--- config.mk ---
export PLATFORM = sky130hd
export DESIGN_NAME = fetch_unit_flat
export DESIGN_NICKNAME = d
export VERILOG_FILES = /design/src/rtl/mips_pkg.sv /design/src/rtl/fetch_unit_if.sv /design/src/rtl/fetch_unit_next_pc_sel.sv /design/src/rtl/fetch_unit.sv /design/src/flat_wrapper.sv
export SDC_FILE = /design/constraint.sdc
export NUM_CORES = 1
export LEC_CHECK = 0
export CORE_UTILIZATION = 45
export CTS_CLUSTER_DIAMETER = 200
export CTS_CLUSTER_SIZE = 12
export DETAILED_ROUTE_END_ITERATION = 8
export PLACE_DENSITY = 0.86
export SYNTH_ARGS = -nofsm -noshare
export SYNTH_HDL_FRONTEND = slang
export SYNTH_SLANG_ARGS = --single-unit
--- constraint.sdc ---
create_clock -name clk -period 7.7 [get_ports clk]
set_input_delay 1.54 -clock clk [delete_from_list [all_inputs] [get_ports clk]]
set_output_delay 1.54 -clock clk [all_outputs]
set_load 0.02 [all_outputs]
--- src/rtl/mips_pkg.sv ---
// Shared types and constants for the instruction-fetch stage.
//   fetch_state_t    : fetch FSM states (IDLE, FETCH, HOLD)
//   NOP_INSTR        : value held in the instruction register out of reset
//   RESET_PC_DEFAULT : default word-aligned reset PC
package mips_pkg;

  typedef enum logic [1:0] {
    IDLE  = 2'd0,
    FETCH = 2'd1,
    HOLD  = 2'd2
  } fetch_state_t;

  localparam logic [31:0] NOP_INSTR        = 32'h0000_0000;
  localparam logic [31:0] RESET_PC_DEFAULT = 32'h0000_0000;

endpackage

--- src/rtl/fetch_unit_if.sv ---
// Instruction-memory request/acknowledge bus.
//   imem_req   : fetch request (master -> memory)
//   imem_addr  : word address of the request, stable while imem_req is high
//   imem_ack   : memory returns imem_rdata this cycle (memory -> master)
//   imem_rdata : fetched instruction word
// Modports: master (fetch unit side), slave (memory side).
interface fetch_unit_if #(
  parameter int ADDR_W = 32
);
  logic              imem_req;
  logic [ADDR_W-1:0] imem_addr;
  logic              imem_ack;
  logic [31:0]       imem_rdata;

  modport master (
    output imem_req,
    output imem_addr,
    input  imem_ack,
    input  imem_rdata
  );

  modport slave (
    input  imem_req,
    input  imem_addr,
    output imem_ack,
    output imem_rdata
  );
endinterface

--- src/rtl/fetch_unit_next_pc_sel.sv ---
// Combinational successor-PC selection for the fetch stage.
// Priority: jr > jump > pcsrc > pcplus4. All arithmetic wraps modulo 2^ADDR_W.
// Inputs : pcplus4, signimm, jtarget, rs_val, pcsrc, jump, jr
// Outputs: next_pc, misalign (JR selected with a non-word-aligned rs_val)
module next_pc_sel #(
  parameter int ADDR_W = 32
) (
  input  logic [ADDR_W-1:0] pcplus4,
  input  logic [ADDR_W-1:0] signimm,
  input  logic [25:0]       jtarget,
  input  logic [ADDR_W-1:0] rs_val,
  input  logic              pcsrc,
  input  logic              jump,
  input  logic              jr,
  output logic [ADDR_W-1:0] next_pc,
  output logic              misalign
);

  logic [ADDR_W-1:0] jr_target;
  logic [ADDR_W-1:0] jump_target;
  logic [ADDR_W-1:0] branch_target;

  // JR forces word alignment; the dropped low bits are reported instead.
  assign jr_target     = {rs_val[ADDR_W-1:2], 2'b00};
  assign jump_target   = {pcplus4[ADDR_W-1:28], jtarget, 2'b00};
  assign branch_target = pcplus4 + (signimm << 2);

  always_comb begin
    next_pc = pcplus4;
    if (jr) begin
      next_pc = jr_target;
    end else if (jump) begin
      next_pc = jump_target;
    end else if (pcsrc) begin
      next_pc = branch_target;
    end
  end

  assign misalign = jr && (rs_val[1:0] != 2'b00);

endmodule

--- src/rtl/fetch_unit.sv ---
// Instruction-fetch stage: owns the PC, issues req/ack fetches to a
// variable-latency instruction memory, holds the fetched word for decode and
// advances the PC (branch / jump / jr) when the core accepts the instruction.
// Ports:
//   clk, reset_n         : clock, asynchronous active-low reset
//   imem (master)        : imem_req/imem_addr out, imem_ack/imem_rdata in
//   instr, instr_valid   : held instruction and its valid flag
//   instr_accept         : core retires instr; control inputs sampled this cycle
//   pcsrc, jump, jr      : next-PC selects (jr > jump > pcsrc > pcplus4)
//   signimm, jtarget, rs_val : branch immediate, jump field, JR register value
//   pc, pcplus4          : address of held instr and its link value
//   jr_misalign          : 1-cycle pulse when an accepted JR had rs_val[1:0] != 0
// Optional feature (macro FETCH_STALL_CNT_EN): stall_cnt output counting
// FETCH cycles without imem_ack, saturating at all-ones.
module fetch_unit
  import mips_pkg::*;
#(
  parameter logic [31:0] RESET_PC = RESET_PC_DEFAULT,
  parameter int          ADDR_W   = 32
) (
  input  logic              clk,
  input  logic              reset_n,
  fetch_unit_if.master      imem,
  output logic [31:0]       instr,
  output logic              instr_valid,
  input  logic              instr_accept,
  input  logic              pcsrc,
  input  logic              jump,
  input  logic              jr,
  input  logic [ADDR_W-1:0] signimm,
  input  logic [25:0]       jtarget,
  input  logic [ADDR_W-1:0] rs_val,
  output logic [ADDR_W-1:0] pc,
  output logic [ADDR_W-1:0] pcplus4,
  output logic              jr_misalign
`ifdef FETCH_STALL_CNT_EN
  ,
  output logic [31:0]       stall_cnt
`endif
);

  fetch_state_t      state_q, state_d;
  logic [ADDR_W-1:0] pc_q, pc_d;
  logic [31:0]       instr_q, instr_d;
  logic              req_q, req_d;
  logic              valid_q, valid_d;
  logic              jr_misalign_q, jr_misalign_d;

  logic [ADDR_W-1:0] next_pc;
  logic              misalign;

  assign pcplus4 = pc_q + ADDR_W'(4);

  next_pc_sel #(.ADDR_W(ADDR_W)) u_next_pc_sel (
    .pcplus4  (pcplus4),
    .signimm  (signimm),
    .jtarget  (jtarget),
    .rs_val   (rs_val),
    .pcsrc    (pcsrc),
    .jump     (jump),
    .jr       (jr),
    .next_pc  (next_pc),
    .misalign (misalign)
  );

  always_comb begin
    state_d       = state_q;
    pc_d          = pc_q;
    instr_d       = instr_q;
    req_d         = req_q;
    valid_d       = valid_q;
    jr_misalign_d = 1'b0;
    case (state_q)
      IDLE: begin
        state_d = FETCH;
        req_d   = 1'b1;
      end
      FETCH: begin
        // pc_q is the request address, so it stays put until the ack.
        if (imem.imem_ack) begin
          instr_d = imem.imem_rdata;
          state_d = HOLD;
          req_d   = 1'b0;
          valid_d = 1'b1;
        end
      end
      HOLD: begin
        if (instr_accept) begin
          pc_d          = next_pc;
          state_d       = FETCH;
          req_d         = 1'b1;
          valid_d       = 1'b0;
          jr_misalign_d = misalign;
        end
      end
      default: begin
        state_d = IDLE;
        req_d   = 1'b0;
        valid_d = 1'b0;
      end
    endcase
  end

  always_ff @(posedge clk or negedge reset_n) begin
    if (!reset_n) begin
      state_q       <= IDLE;
      pc_q          <= RESET_PC[ADDR_W-1:0];
      instr_q       <= NOP_INSTR;
      req_q         <= 1'b0;
      valid_q       <= 1'b0;
      jr_misalign_q <= 1'b0;
    end else begin
      state_q       <= state_d;
      pc_q          <= pc_d;
      instr_q       <= instr_d;
      req_q         <= req_d;
      valid_q       <= valid_d;
      jr_misalign_q <= jr_misalign_d;
    end
  end

  assign imem.imem_req  = req_q;
  assign imem.imem_addr = pc_q;
  assign instr          = instr_q;
  assign instr_valid    = valid_q;
  assign pc             = pc_q;
  assign jr_misalign    = jr_misalign_q;

`ifdef FETCH_STALL_CNT_EN
  logic [31:0] stall_cnt_q, stall_cnt_d;

  always_comb begin
    stall_cnt_d = stall_cnt_q;
    if (state_q == FETCH && !imem.imem_ack && stall_cnt_q != 32'hFFFF_FFFF) begin
      stall_cnt_d = stall_cnt_q + 32'd1;
    end
  end

  always_ff @(posedge clk or negedge reset_n) begin
    if (!reset_n) begin
      stall_cnt_q <= 32'd0;
    end else begin
      stall_cnt_q <= stall_cnt_d;
    end
  end

  assign stall_cnt = stall_cnt_q;
`endif

  // An ack while holding an instruction has no request behind it. An ack in
  // IDLE can only be the late response of a fetch abandoned by reset and is
  // dropped silently, since IDLE is entered only from reset.
  a_no_ack_in_hold: assert property (
    @(posedge clk) disable iff (!reset_n) !(state_q == HOLD && imem.imem_ack)
  );

endmodule
--- src/flat_wrapper.sv ---
// flat-port wrapper written by rule: the top's interface ports become plain ports
module fetch_unit_flat import mips_pkg::*;
#(
  parameter logic [31:0] RESET_PC = RESET_PC_DEFAULT,
  parameter int          ADDR_W   = 32
)
  (clk, reset_n, instr, instr_valid, instr_accept, pcsrc, jump, jr, signimm, jtarget, rs_val, pc, pcplus4, jr_misalign, imem_imem_req, imem_imem_addr, imem_imem_ack, imem_imem_rdata);
  fetch_unit_if #(.ADDR_W(ADDR_W)) imem_i ();
  input  logic clk;
  input  logic reset_n;
  output logic [31:0] instr;
  output logic instr_valid;
  input  logic instr_accept;
  input  logic pcsrc;
  input  logic jump;
  input  logic jr;
  input  logic [ADDR_W-1:0] signimm;
  input  logic [25:0] jtarget;
  input  logic [ADDR_W-1:0] rs_val;
  output logic [ADDR_W-1:0] pc;
  output logic [ADDR_W-1:0] pcplus4;
  output logic jr_misalign;
  output wire logic [$bits(imem_i.imem_req)-1:0] imem_imem_req;
  output wire logic [$bits(imem_i.imem_addr)-1:0] imem_imem_addr;
  input wire logic [$bits(imem_i.imem_ack)-1:0] imem_imem_ack;
  input wire logic [$bits(imem_i.imem_rdata)-1:0] imem_imem_rdata;
  assign imem_imem_req = imem_i.imem_req;
  assign imem_imem_addr = imem_i.imem_addr;
  assign imem_i.imem_ack = imem_imem_ack;
  assign imem_i.imem_rdata = imem_imem_rdata;
  fetch_unit #(.RESET_PC(RESET_PC), .ADDR_W(ADDR_W)) u_core (.clk(clk), .reset_n(reset_n), .imem(imem_i), .instr(instr), .instr_valid(instr_valid), .instr_accept(instr_accept), .pcsrc(pcsrc), .jump(jump), .jr(jr), .signimm(signimm), .jtarget(jtarget), .rs_val(rs_val), .pc(pc), .pcplus4(pcplus4), .jr_misalign(jr_misalign));
endmodule
==> summary.txt <==
Final layout
  • Layout cells sized above 1: 8.63%
  • Ant. Diodes: 0
  • Finished Cell Area: 8260 um^2
  • Nets: 1030
  • FILL cells: 967
  • Synthesis-to-layout area growth: 46.2%

Pwr
  • PD cells: 424 nW/um^2
  • LEAKAGE: 3.46 nW
  • Peak supply drop: 0.000305 V
  • Post-route total power: 3.50 mW

Synthesis
  • Seq cells post-synth: 66
  • Synth cell types: 65
  • Syn Area/Cell: 8.60 um^2
  • Post-Syn Instances: 657
  • Post-synth EDFFs: 0
  • Yosys warns: 0
  • Fraction of registers with async set/reset: 100%
  • Main synth FF type: dfrtp_1
  • Seq/Total Area, Yosys: 29.2%
  • Mapped Area: 5650 um^2

Global routing
  • Pin count of the biggest net entering global routing: 67
  • Antenna violations before repair: 0
  • First-pass GRT wire length: 28800 um
  • Tot GR Track Use: 28.7%
  • Grt total ovfl: 0
  • Vias in the first global route: 5620

Placement
  • DP Worst Slack: 3.00 ns
  • Port-buffer cells: 251
  • Area after DPL: 7980 um^2
  • Routability-driven placement congestion ratio: 0.942
  • DP HPWL: 14000 um

STA
  • Worst slew pin tran: 1.00 ns
  • Max-slew headroom: 33.2%
  • Hold WS: 0.503 ns
  • Fin crit share: 62.0%
  • Final hold viol count: 0
  • Final min period: 4.78 ns
  • Worst Skew: 0.00790 ns
  • Setup_tns: 0 ns
  • Fmax: 209 MHz
  • Fin. max-slew vios: 0
  • Final worst setup slack: 2.92 ns
  • RSZ-0062 raised after global routing: false
  • Setup violators final: 0

Clock network
  • CTS sink cnt: 66
  • CTS clk-pin slew, worst paths: 0.06 ns
  • CTS tree: done
  • Num CTS Buffers: 9
  • Root buf cell: clkbuf_16
  • CTS Hold Buffers Added: 0
  • H-Tree Depth: 3
  • Post-CTS setup buffer count: 0
  • CTS max path bufs: 2
  • CTS-repair resized insts: 0
  • Clk_lat worst skew: 0.33 ns

Run
  • MaxCap Viol Count: 0

Critical path
  • WP data arrival: 3.24 ns
  • R2R setup slack: 3.45 ns
  • Setup crit end: pcplus4[28]
  • CP Launch Type: flip-flop
  • Crit-path max FO: 7
  • Start point of the critical path: u_core.imem.imem_addr[2]
  • Worst path max stage delay: 0.68 ns
  • Critical path, cell by cell: ha_1 -> inv_1 -> nor3_2 -> nand2_1 -> nor2_1 -> nand3_1 -> xnor2_1 -> clkdlybuf4s50_1
  • Slowest CP cell: clkdlybuf4s50_1
  • Setup crit end kind: output port
  • WS Path Type: reg2out
  • Worst EP required: 6.16 ns
  • Reg2reg start: u_core.imem.imem_addr[2]
  • FF-to-FF End: u_core.imem.imem_addr[27]
  • FF-to-FF path depth: 16

Drt
  • Via count: 5820
  • Initial drt markers: 279
  • DRC: 0
  • First-pass iteration count of the detailed router: 5
  • Per-cell routed wire length: 18.2 um
  • Detail Route Antenna Nets: 0
  • Vias/cell: 5.61
  • Final WL: 18900 um

Floorplanning
  • Initial Util: 46.7%
  • I/O Pins: 260
  • Die area: 13000 um^2
  • Die Ht: 114 um
  • Die width: 114 um
  • Row cnt: 40
  • Core box area: 12100 um^2

Outcome
  • Status: completed

Min path
  • Hold Crit Class: reg2reg
==> worst max-delay path, delay by kind of cell, from the launching register on <==
kind / cells / cell delay (ns)
buffers and inverters: 2 / 0.76
XOR/XNOR: 1 / 0.31
adder cells (fa/ha/maj): 1 / 0.25
flip-flops: 1 / 0.48
AND/OR/NAND/NOR: 4 / 1.10
==> stage by stage <==
step	util, %	std cells
3_5_place_dp	65.9	1021
4_1_cts	68.2	1037
2_1_floorplan	-	662
6_report	68.2	1037
3_3_place_gp	65.9	1021
5_1_grt	68.2	1037
==> state kept, by name (all words and copies together) (netlist names) <==
signal                 count
u_core.imem.imem_addr     30
u_core.imem.imem_req       1
u_core.instr              32
u_core.instr_valid         1
u_core.jr_misalign         1
u_core.state_q             1
==> cells in the mapped netlist, types with 6 or more instances <==
library cell	n	area share [%]
nor3_1	6	0.53
nor2_1	46	3.1
nand3_1	17	1.5
buf_4	36	4.8
xnor2_1	35	5.4
nand4_1	13	1.4
a21oi_1	60	5.3
inv_1	9	0.60
a31oi_1	8	0.89
o21ai_0	36	3.2
ha_1	36	8.0
and3_1	15	1.7
dfrtp_1	66	29
nand2_1	76	5.0
a21o_1	16	2.1
clkbuf_1	20	1.3
xor2_1	17	2.6
nand2b_1	7	0.77
a211oi_1	11	1.5
o21ai_1	9	0.80
mux2_2	32	6.4
==> placed cells by master, fill, tap and decap left out, drive strengths merged, types with 5 or more instances in the layout <==
cell           count
a211oi            13
o21ai             46
ha                36
nor3               8
clkbuf             9
nand4             13
inv               13
nor2              47
buf                8
conb               6
o31ai              5
dfrtp             66
nand2b             7
and3              15
nand3             17
and4               5
a21oi             63
mux2              33
clkdlybuf4s50    249
nand2             77
xnor2             35
a31oi              8
xor2              17
a21o              18
==> layout make-up <==
class	count	area [um^2]	share of cell area, %
clock buffers	9	225	2.73
inverters	9	33.8	0.409
repair buffers	257	2550	30.8
flip-flops and latches	66	1650	20.0
clock inverters	7	61.3	0.742
multi-input cells	521	3530	42.8
well taps	168	210	2.54
==> cell families after synthesis <==
logic type	after synthesis	synth area share (%)
simple gates	201	16.8
compound gates	188	21.7
buf+inv	75	8.59
flops	66	29.2
xor+xnor	52	8.06
fa+ha+maj	37	8.32
mux	37	7.28
other cells	1	0.0664
==> worst min path at each step <==
stage	start	cells after the start	end	slack [ns]
floorplan	u_core.state_q[1]	1	u_core.imem.imem_req	0.47
global placement	u_core.state_q[1]	1	u_core.imem.imem_req	0.48
detailed placement	u_core.instr[17]	1	u_core.instr[17]	0.49
CTS	u_core.instr[9]	1	u_core.instr[9]	0.51
global route	u_core.instr[14]	1	u_core.instr[14]	0.52
finish	u_core.instr[17]	1	u_core.instr[17]	0.50
==> layer usage <==
metal	global-route usage [%]	up-vias	share of wire [%]
met4	9.44	0	1.9
met2	50.6	289	50
met5	0	-	0
li1	-	2751	-
met1	34.0	2750	40
met3	7.52	30	8.6
==> power by group <==
| group | internal (mW) | total, mW | switching (mW) |
|---|---|---|---|
| Clock | 0.224 | 0.399 | 0.175 |
| Combinational | 1.12 | 2.38 | 1.26 |
| Sequential | 0.515 | 0.720 | 0.205 |
| Total | 1.86 | 3.50 | 1.64 |
Power figures use the tool's default switching activity.
